### src/rtl/fifo_wr_sched_pkg.sv
// Shared types and constants for the FIFO write scheduler.
// Covers the FSM state encoding, the requester indices and the default byte width.
package fifo_wr_sched_pkg;

  localparam int DEFAULT_DATA_WIDTH = 8;

  // Requester indices into the two-bit request/grant vectors
  localparam int REQ_ALU = 0;
  localparam int REQ_RF  = 1;

  typedef enum logic [1:0] {
    IDLE    = 2'd0,
    SEND_RF = 2'd1,
    SEND_B0 = 2'd2,
    SEND_B1 = 2'd3
  } state_t;

endpackage

### src/rtl/fifo_wr_sched_if.sv
// Request/FIFO-write bundle between the ALU/RF requesters and the scheduler.
// The master side drives requests and the full flag; the slave side is the scheduler.
interface fifo_wr_sched_if
  import fifo_wr_sched_pkg::*;
#(
  parameter int DATA_WIDTH = DEFAULT_DATA_WIDTH
);

  logic                      alu_valid;
  logic [2*DATA_WIDTH-1:0]   alu_data;
  logic                      alu_ready;
  logic                      rf_valid;
  logic [DATA_WIDTH-1:0]     rf_data;
  logic                      rf_ready;
  logic                      full;
  logic                      w_inc;
  logic [DATA_WIDTH-1:0]     wr_data;
  logic                      busy;

  modport master (
    output alu_valid, alu_data, rf_valid, rf_data, full,
    input  alu_ready, rf_ready, w_inc, wr_data, busy
  );

  modport slave (
    input  alu_valid, alu_data, rf_valid, rf_data, full,
    output alu_ready, rf_ready, w_inc, wr_data, busy
  );

endinterface

### src/rtl/fifo_wr_sched_rr_arb2.sv
// Two-way round-robin arbiter: the requester granted last loses the next tie.
// The priority pointer only moves when the top reports an accepted transfer.
module rr_arb2
  import fifo_wr_sched_pkg::*;
(
  input  logic       w_clk,
  input  logic       w_rst,
  input  logic [1:0] req,
  input  logic       accept,
  output logic [1:0] grant
);

  logic rf_prio_q;

  always_comb begin
    grant = req;
    if (&req) begin
      grant = 2'b00;
      if (rf_prio_q) grant[REQ_RF]  = 1'b1;
      else           grant[REQ_ALU] = 1'b1;
    end
  end

  // Winner of an accepted transfer hands tie priority to the other requester
  always_ff @(posedge w_clk or posedge w_rst) begin
    if (w_rst)       rf_prio_q <= 1'b0;
    else if (accept) rf_prio_q <= grant[REQ_ALU];
  end

endmodule

### src/rtl/fifo_wr_sched.sv
// Schedules one-byte RF results and two-byte ALU results into a FIFO write port.
// Requests are accepted only in IDLE; each SEND state stalls while the FIFO is full.
module fifo_wr_sched
  import fifo_wr_sched_pkg::*;
#(
  parameter int DATA_WIDTH = DEFAULT_DATA_WIDTH,
  parameter bit LSB_FIRST  = 1'b1
)(
  input  logic            w_clk,
  input  logic            w_rst,
  fifo_wr_sched_if.slave  bus
);

  state_t                  state_q;
  state_t                  state_d;
  logic [2*DATA_WIDTH-1:0] hold_q;

  logic [1:0]              req;
  logic [1:0]              grant;
  logic                    alu_ready;
  logic                    rf_ready;
  logic                    w_inc;
  logic                    busy;
  logic [DATA_WIDTH-1:0]   wr_data;
  logic                    alu_xfer;
  logic                    rf_xfer;
  logic                    accept;

  logic [DATA_WIDTH-1:0]   lo_byte;
  logic [DATA_WIDTH-1:0]   hi_byte;
  logic [DATA_WIDTH-1:0]   first_byte;
  logic [DATA_WIDTH-1:0]   second_byte;

  assign req = {bus.rf_valid, bus.alu_valid};

  rr_arb2 u_arb (
    .w_clk  (w_clk),
    .w_rst  (w_rst),
    .req    (req),
    .accept (accept),
    .grant  (grant)
  );

  assign alu_xfer = bus.alu_valid && alu_ready;
  assign rf_xfer  = bus.rf_valid  && rf_ready;
  assign accept   = alu_xfer || rf_xfer;

  // RF bytes are stored in both halves so IDLE can always show the second-byte slot
  assign lo_byte     = hold_q[DATA_WIDTH-1:0];
  assign hi_byte     = hold_q[2*DATA_WIDTH-1:DATA_WIDTH];
  assign first_byte  = LSB_FIRST ? lo_byte : hi_byte;
  assign second_byte = LSB_FIRST ? hi_byte : lo_byte;

  always_ff @(posedge w_clk or posedge w_rst) begin
    if (w_rst) begin
      state_q <= IDLE;
      hold_q  <= '0;
    end else begin
      state_q <= state_d;
      if (alu_xfer)     hold_q <= bus.alu_data;
      else if (rf_xfer) hold_q <= {bus.rf_data, bus.rf_data};
    end
  end

  always_comb begin
    state_d = state_q;
    unique case (state_q)
      IDLE: begin
        if (alu_xfer)     state_d = SEND_B0;
        else if (rf_xfer) state_d = SEND_RF;
      end
      SEND_RF: if (!bus.full) state_d = IDLE;
      SEND_B0: if (!bus.full) state_d = SEND_B1;
      SEND_B1: if (!bus.full) state_d = IDLE;
      default: state_d = IDLE;
    endcase
  end

  always_comb begin
    alu_ready = 1'b0;
    rf_ready  = 1'b0;
    w_inc     = 1'b0;
    busy      = 1'b0;
    wr_data   = second_byte;
    unique case (state_q)
      IDLE: begin
        alu_ready = grant[REQ_ALU] && !w_rst;
        rf_ready  = grant[REQ_RF]  && !w_rst;
      end
      SEND_B0: begin
        busy    = 1'b1;
        w_inc   = !bus.full;
        wr_data = first_byte;
      end
      SEND_RF, SEND_B1: begin
        busy  = 1'b1;
        w_inc = !bus.full;
      end
      default: ;
    endcase
  end

  assign bus.alu_ready = alu_ready;
  assign bus.rf_ready  = rf_ready;
  assign bus.w_inc     = w_inc;
  assign bus.wr_data   = wr_data;
  assign bus.busy      = busy;

endmodule

### src/flat_wrapper.sv
// flat-port wrapper written by rule: the top's interface ports become plain ports
module fifo_wr_sched_flat import fifo_wr_sched_pkg::*;
#(
  parameter int DATA_WIDTH = DEFAULT_DATA_WIDTH,
  parameter bit LSB_FIRST  = 1'b1
)
  (w_clk, w_rst, bus_alu_valid, bus_alu_data, bus_rf_valid, bus_rf_data, bus_full, bus_alu_ready, bus_rf_ready, bus_w_inc, bus_wr_data, bus_busy);
  fifo_wr_sched_if #(.DATA_WIDTH(DATA_WIDTH)) bus_i ();
  input  logic w_clk;
  input  logic w_rst;
  input wire logic [$bits(bus_i.alu_valid)-1:0] bus_alu_valid;
  input wire logic [$bits(bus_i.alu_data)-1:0] bus_alu_data;
  input wire logic [$bits(bus_i.rf_valid)-1:0] bus_rf_valid;
  input wire logic [$bits(bus_i.rf_data)-1:0] bus_rf_data;
  input wire logic [$bits(bus_i.full)-1:0] bus_full;
  output wire logic [$bits(bus_i.alu_ready)-1:0] bus_alu_ready;
  output wire logic [$bits(bus_i.rf_ready)-1:0] bus_rf_ready;
  output wire logic [$bits(bus_i.w_inc)-1:0] bus_w_inc;
  output wire logic [$bits(bus_i.wr_data)-1:0] bus_wr_data;
  output wire logic [$bits(bus_i.busy)-1:0] bus_busy;
  assign bus_i.alu_valid = bus_alu_valid;
  assign bus_i.alu_data = bus_alu_data;
  assign bus_i.rf_valid = bus_rf_valid;
  assign bus_i.rf_data = bus_rf_data;
  assign bus_i.full = bus_full;
  assign bus_alu_ready = bus_i.alu_ready;
  assign bus_rf_ready = bus_i.rf_ready;
  assign bus_w_inc = bus_i.w_inc;
  assign bus_wr_data = bus_i.wr_data;
  assign bus_busy = bus_i.busy;
  fifo_wr_sched #(.DATA_WIDTH(DATA_WIDTH), .LSB_FIRST(LSB_FIRST)) u_core (.w_clk(w_clk), .w_rst(w_rst), .bus(bus_i));
endmodule
### config.mk
export PLATFORM = sky130hd
export DESIGN_NAME = fifo_wr_sched_flat
export DESIGN_NICKNAME = d
export VERILOG_FILES = /design/src/rtl/fifo_wr_sched_pkg.sv /design/src/rtl/fifo_wr_sched_if.sv /design/src/rtl/fifo_wr_sched_rr_arb2.sv /design/src/rtl/fifo_wr_sched.sv /design/src/flat_wrapper.sv
export SDC_FILE = /design/constraint.sdc
export NUM_CORES = 1
export LEC_CHECK = 0
export CAP_MARGIN = 25
export CORE_MARGIN = 8
export CORE_UTILIZATION = 38
export DETAILED_ROUTE_END_ITERATION = 16
export PLACE_DENSITY = 0.83
export SLEW_MARGIN = 20
export SYNTH_ARGS = -nofsm -noshare
export SYNTH_HDL_FRONTEND = slang
export SYNTH_HIERARCHICAL = 1
export SYNTH_SLANG_ARGS = --single-unit
### constraint.sdc
create_clock -name w_clk -period 1.8 [get_ports w_clk]
set_clock_uncertainty 0.1 [all_clocks]
set_input_delay 0.45 -clock w_clk [delete_from_list [all_inputs] [get_ports w_clk]]
set_output_delay 0.45 -clock w_clk [all_outputs]
set_load 0.01 [all_outputs]
==> summary.md <==
| Metric | Value |
|---|---|
| Kind of start point of the critical path | `register` |
| Final Net Count | `about 190` |
| Design area | `~2000 um^2` |
| Met1 WL | `1.61 mm` |
| Final ANT Viol Nets | `0` |
| Post-synthesis average cell area | `roughly 11 um^2` |
| Max IR drop VDD | `approximately 1.1 mV` |
| Pwr/cell area | `1340 nW/um^2` |
| Initial DRC Count | `between 40 and 50` |
| TritonCTS Buffers | `3` |
| Flip-flop and latch count after synthesis | `19` |
| First-pass GRT wire length | `6.24 mm` |
| Max-cap violations | `0` |
| Arr. time, crit path | `approximately 1.6 ns` |
| Final setup fails | `30` |
| Clk Latency, worst-skew pair | `~0.32 ns` |
| Netlist cell types | `22` |
| Core ar. | `around 2700 um^2` |
| Hold Slack | `around 0.14 ns` |
| Reg clk slew, reported paths | `0.11 ns` |
| Die Wd | `roughly 70 um` |
| GP Congestion | `0.792` |
| Fin crit share | `1.18` |
| Slew headroom | `0.798` |
| Final WL | `between 4 and 5 mm` |
| CTS tree | `built` |
| FF-to-FF path depth | `6` |
| Pins Over Slew Limit | `0` |
| Leakage | `roughly 0.85 nW` |
| Final worst slack | `-0.332 ns` |
| Post-DP HPWL | `~2.3 mm` |
| WL/cell | `around 22 um` |
| Site row count | `19` |
| Slew @ Worst Pin | `roughly 0.3 ns` |
| WL met3 | `roughly 250 um` |
| Nature of the critical path endpoint | `primary output` |
| Largest net degree at the start of global routing | `18` |
| Vias | `about 1100` |
| I/O pin count | `41` |
| Initial antenna violation count | `0` |
| RSZ-0062 raised after global routing | `yes` |
| Drt via density | `approximately 5.9` |
| Total GRT Usage | `0.179` |
| Mapped Nets | `around 120` |
| Critical path class | `reg2out` |
| Crit path time final | `around 2.1 ns` |
| Post-synthesis sequential area ratio | `0.453` |
| Area delta synth->final | `89.7%` |
| Buffer depth of the longest clock path | `2` |
| Number of global-route vias before repair | `1264` |
| Critical Path Fanout Max | `2` |
| Root Buffer | `clkbuf_4` |
| Post-Synthesis Cells | `between 90 and 100` |
| Top Layer Used | `met4` |
| Violations in the final reports | `setup timing` |
| Residual DRC | `0` |
| Syn Std Cell Area | `about 1000 um^2` |
| Grt total ovfl | `0` |
| Min-Delay Path Class | `in2async` |
| CTS H-tree lvls | `1` |
| Hold buffers post-CTS | `0` |
| Initial Utilization | `0.391` |
| Metal2 WL | `around 2.2 mm` |
| IO Port Bufs | `40` |
| FMAX | `~470 MHz` |
| Cell Area, Placed | `~1600 um^2` |
| Die area | `4700 um^2` |
| Status | `complete, but fails checks` |
| Crit path required time | `1.25 ns` |
| Yosys warnings | `6` |
| Endpoints failing hold | `0` |
| Antenna cells | `0` |
| TritonRoute pass-1 iters | `4` |
| # clock sinks | `19` |
| Ratio of cells with drive above 1 in the final layout | `0.621` |
| Die Height | `approximately 69 um` |
==> registers in the layout, indices dropped and copies added (netlist names) <==
register,count
u_core/u_arb/rf_prio_q,1
u_core/state_q,2
u_core/hold_q,16
==> stage by stage <==
| stage | total power, mW | util | cells | setup slack [ns] | TNS [ns] |
|---|---|---|---|---|---|
| finish | 2.66 | 0.742 | 192 | -0.332 | -4.63 |
| global route | 2.81 | 0.742 | 192 | -0.384 | -6.09 |
| global placement | 1.92 | 0.586 | 175 | -1.03 | -17.22 |
| floorplan | 1.37 | - | 95 | -0.150 | -0.150 |
| detailed placement | 1.96 | 0.586 | 175 | -1.06 | -17.97 |
| CTS | 2.45 | 0.701 | 192 | -0.318 | -3.73 |
==> cell type report <==
type | count | area (um^2)
clock inverter | 1 | 5.00
fill | 165 | 694
inverter | 7 | 41.3
clock buffer | 3 | 22.5
multi-input combinational | 62 | 761
timing repair buffer | 69 | 648
tap | 31 | 38.8
sequential | 19 | 475
==> cell usage in the layout, fill, tap and decap left out, drive strengths merged <==
master,n
buf,41
clkdlybuf4s50,25
dfrtp,19
o21ai,18
a2bb2oi,16
mux2,9
a32oi,8
inv,6
clkbuf,3
dlygate4sd2,3
nand2,3
clkinv,2
a221oi,2
a21boi,2
nor4b,1
or4b,1
or2,1
and2,1
==> repair_timing <==
| action | 4_1_cts | 5_1_grt |
|---|---|---|
| resized for setup | 112 | 29 |
| endpoints found under the setup margin | 31 | 31 |
| cloned | 3 | 0 |
| buffers inserted | 11 | 2 |
| pin swaps | 11 | 2 |
==> final timing paths <==
path	from	slack [ns]	endpoint
max reg2reg	u_core/state_q[1]	-0.28	u_core/u_arb/rf_prio_q
max	u_core/state_q[1]	-0.33	bus_rf_ready
min reg2reg	u_core/hold_q[10]	0.44	u_core/hold_q[10]
max in group asynchronous	w_rst	1.10	u_core/hold_q[5]
min	w_rst	0.14	u_core/u_arb/rf_prio_q
min in group w_clk	u_core/hold_q[10]	0.44	u_core/hold_q[10]
==> logic make-up after synthesis <==
| family | share of synthesized area |
|---|---|
| mux | 0.100 |
| simple gates | 0.0405 |
| buf+inv | 0.0799 |
| compound gates | 0.327 |
| flops | 0.453 |
==> cell usage after synthesis <==
cell type	instances	area share
a32oi_1	8	0.067
dfrtp_1	19	0.45
or4b_1	1	0.0095
inv_1	6	0.021
a2bb2oi_1	16	0.13
a221oi_1	1	0.0083
o21ai_0	15	0.072
nand2_1	3	0.011
a21boi_0	1	0.0072
clkinv_8	1	0.015
buf_2	2	0.0095
or2_2	1	0.0060
clkbuf_2	1	0.0048
mux2_4	1	0.014
mux2_2	8	0.086
nor4b_1	1	0.0083
o21ai_1	3	0.014
a21boi_2	1	0.011
clkbuf_1	2	0.0072
buf_6	2	0.021
a221oi_2	1	0.014
and2_1	1	0.0060
==> metal layers <==
| metal | global-route usage | up-vias |
|---|---|---|
| met3 | 0.0404 | 14 |
| met1 | 0.198 | 568 |
| met5 | 0 | - |
| met2 | 0.322 | 51 |
| met4 | 0.0716 | 0 |
| li1 | - | 501 |
==> power breakdown <==
group | internal, mW | switching, mW
registers | 0.643 | 0.153
clock network | 0.0834 | 0.148
logic | 0.906 | 0.728
total | 1.63 | 1.03
==> worst max-delay path, cell delays in order, from the launching register on <==
cell	delay, ns
dfrtp_1	0.40
buf_4	0.13
or4b_4	0.58
clkinv_8	0.06
buf_6	0.09
(Power assumes the default switching activity.)
